## config.mk

```make
export PLATFORM = sky130hd
export DESIGN_NAME = fpmul_arbiter
export DESIGN_NICKNAME = d
export VERILOG_FILES = /design/src/rtl/fpmul_pkg.sv /design/src/rtl/rr_arbiter.sv /design/src/rtl/fpmul_arbiter.sv
export SDC_FILE = /design/constraint.sdc
export NUM_CORES = 1
export LEC_CHECK = 0
export ABC_AREA = 1
export BUFFER_PORTS_ARGS = -buffer_cell sky130_fd_sc_hd__buf_4
export CORE_AREA = 8 8 302 304
export CTS_CLUSTER_SIZE = 20
export DETAILED_ROUTE_END_ITERATION = 10
export DIE_AREA = 0 0 310 312
export PLACE_DENSITY_LB_ADDON = 0.08
export SYNTH_ARGS = -nofsm -noshare
export SYNTH_HDL_FRONTEND = slang
export SYNTH_SLANG_ARGS = --single-unit
```

## constraint.sdc

```tcl
create_clock -name clk -period 2.9 [get_ports clk]
set_input_delay 0.435 -clock clk [delete_from_list [all_inputs] [get_ports clk]]
set_output_delay 0.435 -clock clk [all_outputs]
set_load 0.05 [all_outputs]
```

## src/rtl/fpmul_pkg.sv

```systemverilog
// rtl/fpmul_pkg.sv - shared state type and constant helpers for the fpmul arbiter
package fpmul_pkg;

    typedef enum logic [1:0] {
        S_IDLE  = 2'd0,
        S_ISSUE = 2'd1,
        S_WAIT  = 2'd2,
        S_RESP  = 2'd3
    } arb_state_t;

    localparam int MAX_W = 256;

    function automatic int op_width(input int log_bit);
        return 2 ** log_bit;
    endfunction

    // Exponent field plus mantissa MSB form one contiguous run of ones below the sign bit.
    function automatic logic [MAX_W-1:0] qnan_pattern(input int w, input int exp_bit);
        logic [MAX_W-1:0] p;
        p = '0;
        for (int i = 0; i < MAX_W; i++) begin
            if ((i >= w - 2 - exp_bit) && (i <= w - 2)) begin
                p[i] = 1'b1;
            end
        end
        return p;
    endfunction

endpackage

```

## src/rtl/rr_arbiter.sv

```systemverilog
// rtl/rr_arbiter.sv - combinational round-robin winner search from a start index
module rr_arbiter #(
    parameter int  N_REQ = 4,
    localparam int IDX_W = $clog2(N_REQ)
) (
    input  logic [N_REQ-1:0] req,
    input  logic [IDX_W-1:0] start,
    output logic [N_REQ-1:0] grant,
    output logic [IDX_W-1:0] grant_idx,
    output logic             grant_any
);

    logic [IDX_W:0]   sum;
    logic [IDX_W-1:0] pos;

    // Scan offsets from farthest to nearest so the nearest active requester wins last.
    always_comb begin
        grant     = '0;
        grant_idx = '0;
        grant_any = 1'b0;
        sum       = '0;
        pos       = '0;
        for (int i = N_REQ - 1; i >= 0; i--) begin
            sum = {1'b0, start} + (IDX_W + 1)'(i);
            if (sum >= (IDX_W + 1)'(N_REQ)) begin
                sum = sum - (IDX_W + 1)'(N_REQ);
            end
            pos = sum[IDX_W-1:0];
            if (req[pos]) begin
                grant      = '0;
                grant[pos] = 1'b1;
                grant_idx  = pos;
                grant_any  = 1'b1;
            end
        end
    end

endmodule

```

## src/rtl/fpmul_arbiter.sv

```systemverilog
// rtl/fpmul_arbiter.sv - round-robin front end sharing one external fpmul among N_REQ requesters
module fpmul_arbiter
    import fpmul_pkg::*;
#(
    parameter int  N_REQ   = 4,
    parameter int  LOG_BIT = 6,
    parameter int  EXP_BIT = 11,
    parameter int  TIMEOUT = 255,
    localparam int W       = op_width(LOG_BIT),
    localparam int IDX_W   = $clog2(N_REQ)
) (
    input  logic                    clk,
    input  logic                    rst,
    input  logic [N_REQ-1:0]        req_valid,
    input  logic [N_REQ-1:0][W-1:0] req_a,
    input  logic [N_REQ-1:0][W-1:0] req_b,
    output logic [N_REQ-1:0]        req_ready,
    output logic [N_REQ-1:0]        resp_valid,
    output logic [W-1:0]            resp_out,
    output logic                    resp_err,
    output logic [W-1:0]            mul_a,
    output logic [W-1:0]            mul_b,
    output logic                    mul_start,
    input  logic [W-1:0]            mul_out,
    input  logic                    mul_ready
);

    localparam int               CNT_W     = $clog2(TIMEOUT + 1);
    localparam logic [MAX_W-1:0] NAN_FULL  = qnan_pattern(W, EXP_BIT);
    localparam logic [W-1:0]     NAN_VALUE = NAN_FULL[W-1:0];
    localparam logic [IDX_W-1:0] LAST_IDX  = IDX_W'(N_REQ - 1);
    localparam logic [CNT_W-1:0] CNT_LAST  = CNT_W'(TIMEOUT - 1);
    localparam logic [N_REQ-1:0] ONE_HOT0  = N_REQ'(1);

    arb_state_t       state;
    arb_state_t       state_next;
    logic [IDX_W-1:0] owner;
    logic [IDX_W-1:0] last_owner;
    logic [IDX_W-1:0] search_start;
    logic [IDX_W-1:0] win_idx;
    logic [N_REQ-1:0] win_grant;
    logic             win_any;
    logic [CNT_W-1:0] wait_cnt;
    logic             wait_ok;
    logic             wait_timeout;

    assign search_start = (last_owner == LAST_IDX) ? '0 : last_owner + IDX_W'(1);

    rr_arbiter #(
        .N_REQ(N_REQ)
    ) u_rr (
        .req      (req_valid),
        .start    (search_start),
        .grant    (win_grant),
        .grant_idx(win_idx),
        .grant_any(win_any)
    );

    assign req_ready = (state == S_IDLE && !rst) ? win_grant : '0;

    // A zero count marks the first WAIT cycle, where a leftover idle-ready is not trusted.
    assign wait_ok      = (state == S_WAIT) && (wait_cnt != '0) && mul_ready;
    assign wait_timeout = (state == S_WAIT) && !wait_ok && (wait_cnt == CNT_LAST);

    always_ff @(posedge clk) begin
        if (rst) begin
            state <= S_IDLE;
        end else begin
            state <= state_next;
        end
    end

    always_comb begin
        state_next = state;
        case (state)
            S_IDLE:  if (win_any) state_next = S_ISSUE;
            S_ISSUE: state_next = S_WAIT;
            S_WAIT:  if (wait_ok || wait_timeout) state_next = S_RESP;
            S_RESP:  state_next = S_IDLE;
            default: state_next = S_IDLE;
        endcase
    end

    always_ff @(posedge clk) begin
        if (rst) begin
            owner      <= '0;
            last_owner <= LAST_IDX;
            wait_cnt   <= '0;
            mul_a      <= '0;
            mul_b      <= '0;
            mul_start  <= 1'b0;
            resp_valid <= '0;
            resp_out   <= '0;
            resp_err   <= 1'b0;
        end else begin
            mul_start  <= 1'b0;
            resp_valid <= '0;
            case (state)
                S_IDLE: begin
                    if (win_any) begin
                        mul_a      <= req_a[win_idx];
                        mul_b      <= req_b[win_idx];
                        owner      <= win_idx;
                        last_owner <= win_idx;
                        mul_start  <= 1'b1;
                    end
                end
                S_ISSUE: begin
                    wait_cnt <= '0;
                end
                S_WAIT: begin
                    if (wait_ok) begin
                        resp_out   <= mul_out;
                        resp_err   <= 1'b0;
                        resp_valid <= ONE_HOT0 << owner;
                    end else if (wait_timeout) begin
                        resp_out   <= NAN_VALUE;
                        resp_err   <= 1'b1;
                        resp_valid <= ONE_HOT0 << owner;
                    end else begin
                        wait_cnt <= wait_cnt + CNT_W'(1);
                    end
                end
                default: ;
            endcase
        end
    end

endmodule
```

==> results of run 1 <==
==> sequential cells by signal, indices dropped and copies added (netlist names) <==
name / cells
last_owner: 2
mul_a: 64
mul_b: 64
mul_start: 1
owner: 2
resp_err: 1
resp_out: 64
resp_valid: 4
state: 2
wait_cnt: 8
==> cell usage after synthesis, types with 9 or more instances <==
cell / count / area share
a21oi_1: 69 / 0.024
buf_1: 19 / 0.0051
buf_2: 61 / 0.022
buf_4: 9 / 0.0048
clkbuf_1: 64 / 0.017
dfxtp_1: 212 / 0.30
ha_1: 13 / 0.012
inv_1: 502 / 0.13
inv_2: 10 / 0.0027
nand2_1: 845 / 0.22
nand3_1: 489 / 0.17
nor2_1: 103 / 0.027
nor3b_1: 41 / 0.022
o221a_2: 12 / 0.0096
==> stage by stage <==
step / util / power [mW] / setup slack (ns) / TNS, ns / cells
2_1_floorplan: - / 17.49 / 0.2646 / 0 / 2489
3_3_place_gp: 0.2488 / 24.69 / 0.2015 / 0 / 4332
3_5_place_dp: 0.2488 / 24.72 / 0.1612 / 0 / 4332
4_1_cts: 0.2640 / 29.59 / 0.009773 / 0 / 4397
5_1_grt: 0.2660 / 31.73 / -0.07059 / -0.4254 / 4410
6_report: 0.2662 / 29.13 / 0.08892 / 0 / 4416
==> final timing paths <==
check	start	to	slack (ns)	cells after the start
setup / recovery	last_owner[1]	req_ready[1]	0.09	12
hold / removal	mul_out[36]	resp_out[36]	0.14	3
setup reg to reg	last_owner[1]	mul_a[21]	0.22	16
hold reg to reg	resp_err	resp_err	0.46	2
==> area by class of cell <==
cell class,count,area share
Timing Repair Buffer,854,0.2911
Antenna cell,14,0.001527
Clock buffer,54,0.04651
Clock inverter,9,0.006979
Multi-Input combinational cell,1605,0.3214
Sequential cell,212,0.1852
Tap cell,1155,0.06298
Inverter,513,0.08435
==> power groups by stage <==
stage                     registers, mW  clock network, mW  logic, mW
final                              4.35               4.50       20.3
after global routing               4.45               4.84       22.4
after CTS                          4.36               4.72       20.5
after detailed placement           4.39                  0       20.3
after global placement             4.38                  0       20.3
after floorplan                    6.96                  0       10.5
==> critical path, delay by kind of cell (launching register included) <==
family | cells | cell delay (ns)
DFF | 1 | 0.38
AOI/OAI and AO/OA | 3 | 0.45
and+or+nand+nor | 5 | 0.47
buffers and inverters | 3 | 0.35
adders and majority gates | 1 | 0.17
==> layer usage <==
layer / vias up / part of all wire / GRT usage
met3: 88 / 0.087 / 0.05294
met1: 8382 / 0.40 / 0.1855
met4: 8 / 0.020 / 0.03940
li1: 9000 / - / -
met5: - / 0.00063 / 0
met2: 607 / 0.49 / 0.2759
==> cell families after synthesis <==
| group | count (synthesis) |
|---|---|
| compound gates | 96 |
| xor+xnor | 6 |
| fa+ha+maj | 13 |
| buf+inv | 672 |
| flops | 212 |
| simple gates | 1490 |
==> what timing repair did <==
item / 4_1_cts / 5_1_grt
resized for setup: 20 / 29
setup endpoints to repair: 4 / 4
endpoints found under the hold margin: 0 / 0
setup buffers: 2 / 5
pin swaps: 5 / 16
==> run_results.csv, run 1 <==
group,metric,value,unit
sta,worstMarginPinSlew,0.7912,ns
global_routing,grt_use_total,0.1584,
drt,wire_per_inst,18.66,µm
worst_setup_path,path_class,"flip-flop to primary output",
drt,remaining_drc_errors,0,
final_layout,final_cell_mix,"830 x nand2_1, 830 x buf_4, 500 x inv_1",
sta,finalClockSkew,0.01982,ns
sta,whs,0.1431,ns
worst_setup_path,cp.required,2.47,ns
final_layout,drive_gt1_frac,0.3000,
clock_network,numCtsBuffers,35,
drt,ant_nets,0,
synthesis,synth_top_family_by_area,"simple AND/OR/NAND/NOR gates",
global_routing,grt_max_degree,98,
sta,slew_headroom,0.4725,
drt,drtIter0Drc,1041,
synthesis,synth_adder_area_share,0.01154,
sta,finalSetupViolations,0,
power_and_ir_drop,peakVddDrop,0.0008158,V
clock_network,clock-sinks,212,
power_and_ir_drop,leakagePower,12.97,nW
global_routing,grt_pass1_vias,18040,
placed_design,io_buffer_count,784,
die,die_w,310,µm
synthesis,avgSynthCellArea,5.665,µm²
synthesis,postSynthCellCount,2489,
die,fp-row-count,108,
placed_design,dp.final_hpwl,63940,µm
clock_network,ctsHoldBuffers,0,
placed_design,place_congestion,0.8669,
synthesis,syn_area,14100,µm²
flow_run,cap_violations,0,
synthesis,yosys_warnings,0,
sta,finalCriticalPeriod,2.811,ns
synthesis,synth_seq_area_share,0.3010,
synthesis,synth_simple_gate_area_frac,0.4532,
final_layout,seqCellArea,4249,µm²
final_layout,area_delta_synth_final,62.75,%
status,outcome,"finished clean",
synthesis,ys_async_sr_fraction,0,
clock_network,cts_max_level,2,
die,ioPinCount,785,
drt,viasPerCell,4.095,
synthesis,synth.distinct_cells,32,
sta,final_hold_viol_count,0,
synthesis,ys_seq_elements,212,
worst_setup_path,path_cells,"ha_4 -> inv_2 -> nand2_2 -> nand2_1 -> nand3_2 -> nand2_2 -> inv_4 -> nand2_4 -> o221ai_4 -> o21ai_2 -> a21oi_2 -> buf_6",
sta,max_freq,0.3557,GHz
worst_setup_path,worst_ep_arrival_time,2.38,ns
die,fp.dieArea,96720,µm²
global_routing,grt_pass1_wl,117400,µm
worst_setup_path,cp-start-kind,"flip-flop",
drt,dr.pass1.iters,6,
synthesis,ys.flop_type,"dfxtp_1",
synthesis,synth_compound_area_frac,0.04038,
power_and_ir_drop,switchingPower,15.74,mW
die,initial_core_util,0.1635,
power_and_ir_drop,power.share.switching,0.5403,
placed_design,dpl_cell_area,21450,µm²
worst_setup_path,crit_path_frequent_cell,"nand2_2",
sta,drv_slew,0,
final_layout,finalInstanceArea,22950,µm²
worst_setup_path,cpPeakStageDelay,0.38,ns
synthesis,synth_edf_count,0,
power_and_ir_drop,power_density,1269,nW/µm²
sta,period_share,0.9693,
hold_path,min_path_type,"primary input to flip-flop",
sta,rsz0062_at_grt,"true",
global_routing,overflow,0,
final_layout,nFillCells,9868,
clock_network,cts_tree,"yes",
synthesis,synthXorXnorAreaFrac,0.003727,
worst_setup_path,end_kind,"primary output",
power_and_ir_drop,p_clk_frac,0.155,
drt,routed_wl,82420,µm
global_routing,antenna_found_initial,18,
clock_network,clk_path_buf_depth,3,
power_and_ir_drop,intPower,13.39,mW
power_and_ir_drop,combPwrFrac,0.696,
clock_network,path_clk_slew,0.06,ns
final_layout,multiInputGateArea,7375,µm²
synthesis,synthMuxAreaShare,0,
die,core,86210,µm²
synthesis,synth_nets,3085,
power_and_ir_drop,power_frac_seq,0.149,
drt,vias,18085,
clock_network,clk_root_buffer_cell,"clkbuf_16",
clock_network,clkLatencyLatePin,0.55,ns
final_layout,nNetsFinal,3817,
worst_setup_path,critPathSlowestCell,"dfxtp_4",
worst_setup_path,path_max_fanout,4,
die,die_h,312,µm
(Power assumes the default switching activity.)
==> run 2: changes to the inputs <==
CAP_MARGIN = 20   (was unset)
CORE_AREA = 8 8 303 305   (was 8 8 302 304)
CTS_CLUSTER_SIZE = unset   (was 20)
DIE_AREA = 0 0 311 313   (was 0 0 310 312)
SYNTH_HIERARCHICAL = 1   (was unset)
==> run 2 against run 1 <==
- the run now ends with negative setup slack left
- clock power down 15%
- combinational power up 14%
- sequential power fell by 3%
- routed wire length is 0.45% higher
- via count down 11%
- global-route usage decreased by 0.34 points
- utilization is 2.1 points lower
- setup slack got worse by 0.095 ns
- critical path depth grew 4
- synthesized area down 12%
- clock-buffer cell count fell by 7
- largest cell class is now non-clock buffers
- largest power group unchanged
==> run_results.csv, run 2 <==
group,metric,value,unit
clock_network,cts_max_level,1,
worst_setup_path,critPathSlowestCell,"dfxtp_2",
sta,fin_tns_setup,-0.009570,ns
sta,finalCriticalPeriod,2.906,ns
placed_design,dpl_cell_area,19870,µm²
worst_setup_path,end_kind,"primary output",
final_layout,drive_gt1_frac,0.3476,
drt,dr.pass1.iters,5,
synthesis,synth_top_area_share,0.3435,
die,ioPinCount,785,
synthesis,avgSynthCellArea,6.037,µm²
final_layout,final_cell_mix,"835 x buf_4, 681 x nor2_1, 390 x o21ai_0",
power_and_ir_drop,power.total,31.10,mW
synthesis,postSynthCellCount,2047,
worst_setup_path,path_cells,"ha_4 -> nor2_4 -> inv_2 -> ha_4 -> inv_4 -> nand3_4 -> nand2_4 -> buf_6 -> nor2_2 -> nand2_1 -> nand3_1 -> nand2_1 -> inv_1 -> inv_1 -> nor2_2 -> buf_6",
drt,wire_per_inst,20.64,µm
sta,finalSetupViolations,2,
placed_design,dp_slack,-0.4231,ns
power_and_ir_drop,combPwrFrac,0.742,
synthesis,synth_edf_count,0,
die,die_w,311,µm
synthesis,yosys-top-cells-count,"691 x nor2_1, 425 x o21ai_0, 212 x dfxtp_1, 167 x nand2_1, 163 x inv_1",
power_and_ir_drop,p_clk_frac,0.122,
clock_network,numCtsBuffers,29,
drt,drtIter0Drc,873,
power_and_ir_drop,power_density,1452,nW/µm²
die,core,87280,µm²
clock_network,clk_path_buf_depth,3,
placed_design,dp.final_hpwl,65380,µm
synthesis,synth_seq_area_share,0.3435,
synthesis,yosysMostFrequentCell,"nor2_1",
worst_setup_path,path_class,"flip-flop to primary output",
worst_setup_path,crit_buf_inv,6,
status,outcome,"finished, violations left",
hold_path,min_path_type,"primary input to flip-flop",
flow_run,cap_violations,0,
placed_design,io_buffer_count,784,
drt,routed_wl,82790,µm
die,die_h,313,µm
sta,max_freq,0.3441,GHz
clock_network,path_clk_slew,0.06,ns
sta,whs,0.1132,ns
synthesis,synth.distinct_cells,27,
sta,drv_slew,0,
sta,rsz0062_at_grt,"true",
global_routing,grt_max_degree,96,
power_and_ir_drop,leakagePower,10.42,nW
synthesis,ys_seq_elements,212,
placed_design,place_congestion,0.8673,
worst_setup_path,path_max_fanout,7,
final_layout,nFillCells,9946,
die,fp-row-count,109,
worst_setup_path,cpPeakStageDelay,0.34,ns
synthesis,ys.flop_type,"dfxtp_1",
clock_network,cts_tree,"yes",
final_layout,multiInputGateArea,6885,µm²
die,fp.dieArea,97340,µm²
sta,worst_slack,-0.006167,ns
synthesis,yosysTopAreaCell,"dfxtp_1",
global_routing,grt_use_total,0.1550,
worst_setup_path,cp.required,2.47,ns
synthesis,syn_area,12360,µm²
synthesis,yosys_warnings,6,
sta,slew_headroom,0.5755,
global_routing,grt_pass1_vias,16360,
drt,ant_nets,0,
global_routing,antenna_found_initial,17,
final_layout,finalInstanceArea,21410,µm²
die,initial_core_util,0.1416,
synthesis,synth.area.top_cells,"dfxtp_1 34%, nor2_1 21%, o21ai_0 17%, nand2_1 5.1%, inv_1 5.0%",
final_layout,area_delta_synth_final,73.29,%
final_layout,seqCellArea,4247,µm²
power_and_ir_drop,peakVddDrop,0.0008478,V
synthesis,ys_async_sr_fraction,0,
sta,final_hold_viol_count,0,
final_layout,largestRegisters,"mul_a: 64 flops, mul_b: 64 flops, resp_out: 64 flops",
power_and_ir_drop,intPower,14.29,mW
clock_network,clkLatencyLatePin,0.57,ns
global_routing,grt_pass1_wl,114900,µm
status,violations,"negative setup slack",
power_and_ir_drop,switchingPower,16.81,mW
synthesis,synth_nets,2646,
final_layout,mostFrequentLayoutCell,"buf_4",
drt,vias,16089,
clock_network,clock-sinks,212,
final_layout,nNetsFinal,3413,
power_and_ir_drop,power_frac_seq,0.136,
drt,remaining_drc_errors,0,
sta,finalClockSkew,0.01254,ns
worst_setup_path,cp-start-kind,"flip-flop",
drt,viasPerCell,4.010,
clock_network,clk_root_buffer_cell,"clkbuf_16",
worst_setup_path,critical-path-top-delay-family,"simple AND/OR/NAND/NOR gates",
sta,period_share,1.002,
global_routing,overflow,0,
sta,worstMarginPinSlew,0.6368,ns
power_and_ir_drop,power.share.switching,0.5405,
worst_setup_path,worst_ep_arrival_time,2.47,ns
[run 2: timing repair]
item / in CTS / in global routing
pin swaps: 12 / 13
gates resized for setup: 41 / 54
buffers inserted: 7 / 4
hold buffers: 0 / 0
gates cloned: 0 / 7
endpoints found under the setup margin: 107 / 106
[run 2: worst register-to-register path, stage by stage (launching register included)]
cell,delay [ns]
dfxtp_2,0.34
ha_4,0.16
nor2_4,0.09
inv_2,0.06
buf_6,0.12
buf_12,0.13
nand2_4,0.09
nand3_4,0.08
nand2_4,0.09
inv_4,0.04
a21oi_2,0.16
o21ai_4,0.08
buf_12,0.15
buf_12,0.15
buf_16,0.17
buf_16,0.18
nor2_1,0.11
nor2_1,0.04
o21ai_0,0.11
o21ai_1,0.16
o21ai_1,0.14
inv_1,0.04
[run 2: path summary, 6_finish.rpt]
path	start	end	slack (ns)	cells after the start
worst max-delay path	last_owner[1]	req_ready[3]	-0.006	16
worst min-delay path	mul_out[57]	resp_out[57]	0.11	3
worst max register to register	last_owner[1]	mul_a[50]	0.09	21
worst min register to register	resp_out[2]	resp_out[2]	0.46	2
[run 2: kinds of logic (layout without fill, tap and decap cells)]
group | after synthesis | count (layout) | share of synthesized area
AOI/OAI and AO/OA | 595 | 595 | 0.2410
xor gates and xnor gates | 4 | 4 | 0.002835
adders and majority gates | 16 | 16 | 0.01620
buffers and inverters | 318 | 1108 | 0.1141
DFF | 212 | 212 | 0.3435
other | 0 | 10 | 0
and+or+nand+nor | 902 | 902 | 0.2824
[run 2: power by group through the flow]
stage | registers [mW] | logic [mW] | clock network (mW)
2_1_floorplan | 6.65 | 11.2 | 0
3_3_place_gp | 4.25 | 21.7 | 0
6_report | 4.22 | 23.1 | 3.81
3_5_place_dp | 4.27 | 21.8 | 0
4_1_cts | 4.24 | 22.3 | 4.00
5_1_grt | 4.32 | 25.6 | 4.10
[run 2: layout make-up]
| class | instances | area share |
|---|---|---|
| clock inverters | 7 | 0.005493 |
| clock buffers | 47 | 0.04079 |
| flip-flops and latches | 212 | 0.1983 |
| diodes | 10 | 0.001169 |
| well taps | 1165 | 0.06807 |
| inverters | 171 | 0.03091 |
| multi-input cells | 1517 | 0.3215 |
| repair buffers | 883 | 0.3337 |
[run 2: through the flow]
step | util | std cells
6_report | 0.2453 | 4012
3_5_place_dp | 0.2276 | 3930
2_1_floorplan | - | 2047
3_3_place_gp | 0.2276 | 3930
5_1_grt | 0.2451 | 4004
4_1_cts | 0.2414 | 3991
[run 2: per-layer routing]
layer	vias to the layer above	GRT usage	routed length, µm
li1	8062	-	-
met1	7447	0.1699	31860
met2	510	0.2882	42840
met3	62	0.05822	6899
met4	8	0.02360	1134
met5	-	0	50
==> run 3: changes to the inputs <==
ABC_AREA = unset   (was 1)
BUFFER_PORTS_ARGS = -buffer_cell sky130_fd_sc_hd__buf_2   (was -buffer_cell sky130_fd_sc_hd__buf_4)
CORE_AREA = 8 8 296 298   (was 8 8 303 305)
DIE_AREA = 0 0 304 306   (was 0 0 311 313)
==> run 3 against run 2 <==
- the flow still finishes with violations (negative setup slack)
- die area fell by 4.4%
- sequential power increased by 5%
- synthesized area shrank 9.5%
- routed wire length fell by 15%
- sequential cell count unchanged
- clock power rose by 6.0%
- combinational power decreased by 29%
- setup slack got worse by 0.35 ns
- power shrank 20%
- hold slack got worse by 0.043 ns
- clock-buffer cell count increased by 2
- synthesized cell count shrank 45%
- critical path type unchanged
- largest cell class is now multi-input combinational cells
==> run_results.csv, run 3 <==
group,metric,value,unit
status,outcome,"finished, violations left",
status,violations,"negative setup slack",
final_layout,drive_gt1_frac,0.5708,
synthesis,avgSynthCellArea,9.928,µm²
clock_network,cts_max_level,1,
global_routing,antenna_found_initial,46,
placed_design,dp_slack,-0.2319,ns
final_layout,final_cell_mix,"779 x buf_2, 297 x nand2_1, 211 x dfxtp_1",
drt,vias,12418,
worst_setup_path,path_class,"flip-flop to primary output",
synthesis,yosysMostFrequentCell,"nand2_1",
synthesis,ys_async_sr_fraction,0,
worst_setup_path,crit_buf_inv,3,
worst_setup_path,cpPeakStageDelay,0.54,ns
global_routing,grt_use_total,0.1434,
sta,worst_slack,-0.3588,ns
final_layout,area_delta_synth_final,66.94,%
sta,final_hold_viol_count,0,
final_layout,mostFrequentLayoutCell,"buf_2",
die,fp.dieArea,93020,µm²
drt,met1Wirelength,25690,µm
worst_setup_path,critical-path-top-delay-family,"simple AND/OR/NAND/NOR gates",
drt,routed.top_layer,"met5",
synthesis,postSynthCellCount,1126,
placed_design,place_congestion,0.8281,
synthesis,synth.distinct_cells,54,
synthesis,yosys_warnings,6,
placed_design,dp.final_hpwl,56910,µm
sta,drv_slew,0,
clock_network,clk_root_buffer_cell,"clkbuf_16",
global_routing,grt_pass1_wl,99900,µm
clock_network,clk_path_buf_depth,3,
final_layout,final_core_util,0.2251,
drt,viasPerCell,4.054,
worst_setup_path,end_kind,"primary output",
die,die_w,304,µm
synthesis,syn_area,11180,µm²
sta,worstMarginPinSlew,1.095,ns
synthesis,yosys-top-cells-count,"303 x nand2_1, 212 x dfxtp_1, 167 x a21oi_1, 129 x mux4_2, 61 x clkbuf_1",
power_and_ir_drop,leakagePower,8.313,nW
hold_path,min_path_type,"primary input to flip-flop",
clock_network,cts_tree,"yes",
worst_setup_path,cp-start-kind,"flip-flop",
sta,slew_headroom,0.2700,
flow_run,cap_violations,0,
power_and_ir_drop,power_density,1333,nW/µm²
sta,rsz0062_at_grt,"true",
clock_network,clock-sinks,212,
worst_setup_path,path_max_fanout,6,
final_layout,nNetsFinal,2543,
global_routing,grt_max_degree,97,
die,fp-row-count,106,
synthesis,synth.area.top_cells,"dfxtp_1 38%, mux4_2 26%, nand2_1 10%, a21oi_1 7.5%, clkbuf_1 2.0%",
synthesis,ys.flop_type,"dfxtp_1",
die,die_h,306,µm
drt,remaining_drc_errors,0,
synthesis,yosysTopAreaCell,"dfxtp_1",
drt,wl_met2,37240,µm
synthesis,ys_seq_elements,212,
global_routing,grt_pass1_vias,13460,
final_layout,nFillCells,9124,
power_and_ir_drop,peakVddDrop,0.0004589,V
clock_network,clkLatencyLatePin,0.58,ns
drt,routed_wl,70720,µm
die,initial_core_util,0.1349,
worst_setup_path,worst_ep_arrival_time,2.82,ns
drt,wire_per_inst,23.09,µm
synthesis,synth_top_area_share,0.3796,
final_layout,largestRegisters,"mul_a: 64 flops, mul_b: 64 flops, resp_out: 64 flops",
sta,finalClockSkew,0.01069,ns
clock_network,numCtsBuffers,31,
die,ioPinCount,785,
sta,max_freq,0.3069,GHz
worst_setup_path,path_cells,"ha_4 -> nor2_4 -> buf_12 -> buf_8 -> mux4_2 -> nor2_1 -> nand3_1 -> a41oi_2 -> and2_4 -> buf_8",
drt,ant_nets,0,
clock_network,path_clk_slew,0.06,ns
synthesis,synth_edf_count,0,
sta,finalCriticalPeriod,3.259,ns
placed_design,io_buffer_count,784,
drt,dr_wl_met3,6012,µm
die,core,82890,µm²
drt,dr.pass1.iters,5,
sta,period_share,1.124,
worst_setup_path,cp.required,2.47,ns
drt,drtIter0Drc,591,
sta,finalSetupViolations,132,
synthesis,synth_seq_area_share,0.3796,
global_routing,overflow,0,
worst_setup_path,crit_path_frequent_cell,"buf_8",
worst_setup_path,critPathSlowestCell,"mux4_2",
synthesis,synth_nets,1725,
-- run 3: cell types whose count changed after synthesis, moves of 16 or more --
cell | previous run | this run
nor2_1 | 691 | 21
o21ai_0 | 425 | 8
clkbuf_1 | 78 | 61
mux4_2 | 0 | 129
buf_4 | 28 | 0
a22o_1 | 0 | 25
nand2_1 | 167 | 303
inv_1 | 163 | 15
a21oi_1 | 64 | 167
o21ai_1 | 106 | 1
nand3_1 | 22 | 38
-- run 3: report_power, final --
| part | internal [mW] | switching (mW) |
|---|---|---|
| Clock | 2.49 | 1.55 |
| Sequential | 3.89 | 0.522 |
| Combinational | 6.75 | 9.67 |
-- run 3: metal layers --
layer | vias to the layer above | track usage
met5 | - | 0
met4 | 18 | 0.03149
met3 | 115 | 0.05238
met2 | 523 | 0.2693
met1 | 5975 | 0.1526
li1 | 5787 | -
-- run 3: final timing paths --
| kind | from | endpoint | slack (ns) | cells after the start |
|---|---|---|---|---|
| worst max-delay path | last_owner[0] | req_ready[0] | -0.36 | 10 |
| worst min register to register | mul_a[31] | mul_a[31] | 0.45 | 2 |
| worst max register to register | last_owner[0] | mul_a[42] | -0.29 | 15 |
| worst min-delay path | mul_out[11] | resp_out[11] | 0.07 | 2 |
-- run 3: through the flow --
stage | instance area (µm²) | TNS [ns] | power (mW) | cells | hold slack (ns)
floorplan | 11440 | -6.182 | 14.99 | 1126 | 0.4510
global route | 18640 | -48.84 | 26.49 | 3055 | 0.02907
detailed placement | 16920 | -17.58 | 19.80 | 2969 | 0.4431
global placement | 16890 | -15.35 | 19.84 | 2968 | 0.4409
CTS | 18600 | -28.07 | 25.54 | 3049 | 0.01064
finish | 18660 | -28.06 | 24.88 | 3063 | 0.07016
-- run 3: cell families (layout without fill, tap and decap cells) --
family,Yosys count,count (layout),share of synthesized area
AND/OR/NAND/NOR,394,394,0.1457
buffers and inverters,115,958,0.04398
flip-flops,212,212,0.3796
AO/OA/AOI/OAI,250,250,0.1409
other,0,14,0
adder cells (fa/ha/maj),16,16,0.01791
multiplexers,139,139,0.2719
-- run 3: cell type report --
type,count,area [µm²],area share
well taps,1080,1351,0.07241
repair buffers,885,5269,0.2823
clock inverters,9,108.9,0.005833
diodes,14,35.03,0.001877
multi-input cells,799,6606,0.3540
flip-flops and latches,212,4248,0.2276
inverters,15,60.06,0.003218
clock buffers,49,984.7,0.05276
-- run 3: timing repair --
item	in CTS	in global routing
hold buffers	0	0
resized for setup	66	10
setup buffers	16	1
endpoints found under the hold margin	0	0
cloned	6	0
setup endpoints to repair	131	133
pin swaps	8	3
-- run 3: worst register-to-register path, cell delays in order (launching register included) --
cell      delay, ns
dfxtp_4        0.35
ha_4           0.16
nor2_4         0.17
buf_4          0.15
buf_6          0.08
mux2_4         0.30
a21oi_4        0.15
o32ai_2        0.11
a211oi_4       0.28
buf_12         0.17
buf_16         0.15
buf_16         0.18
buf_12         0.14
mux4_2         0.49
nand2_1        0.08
a21oi_1        0.08
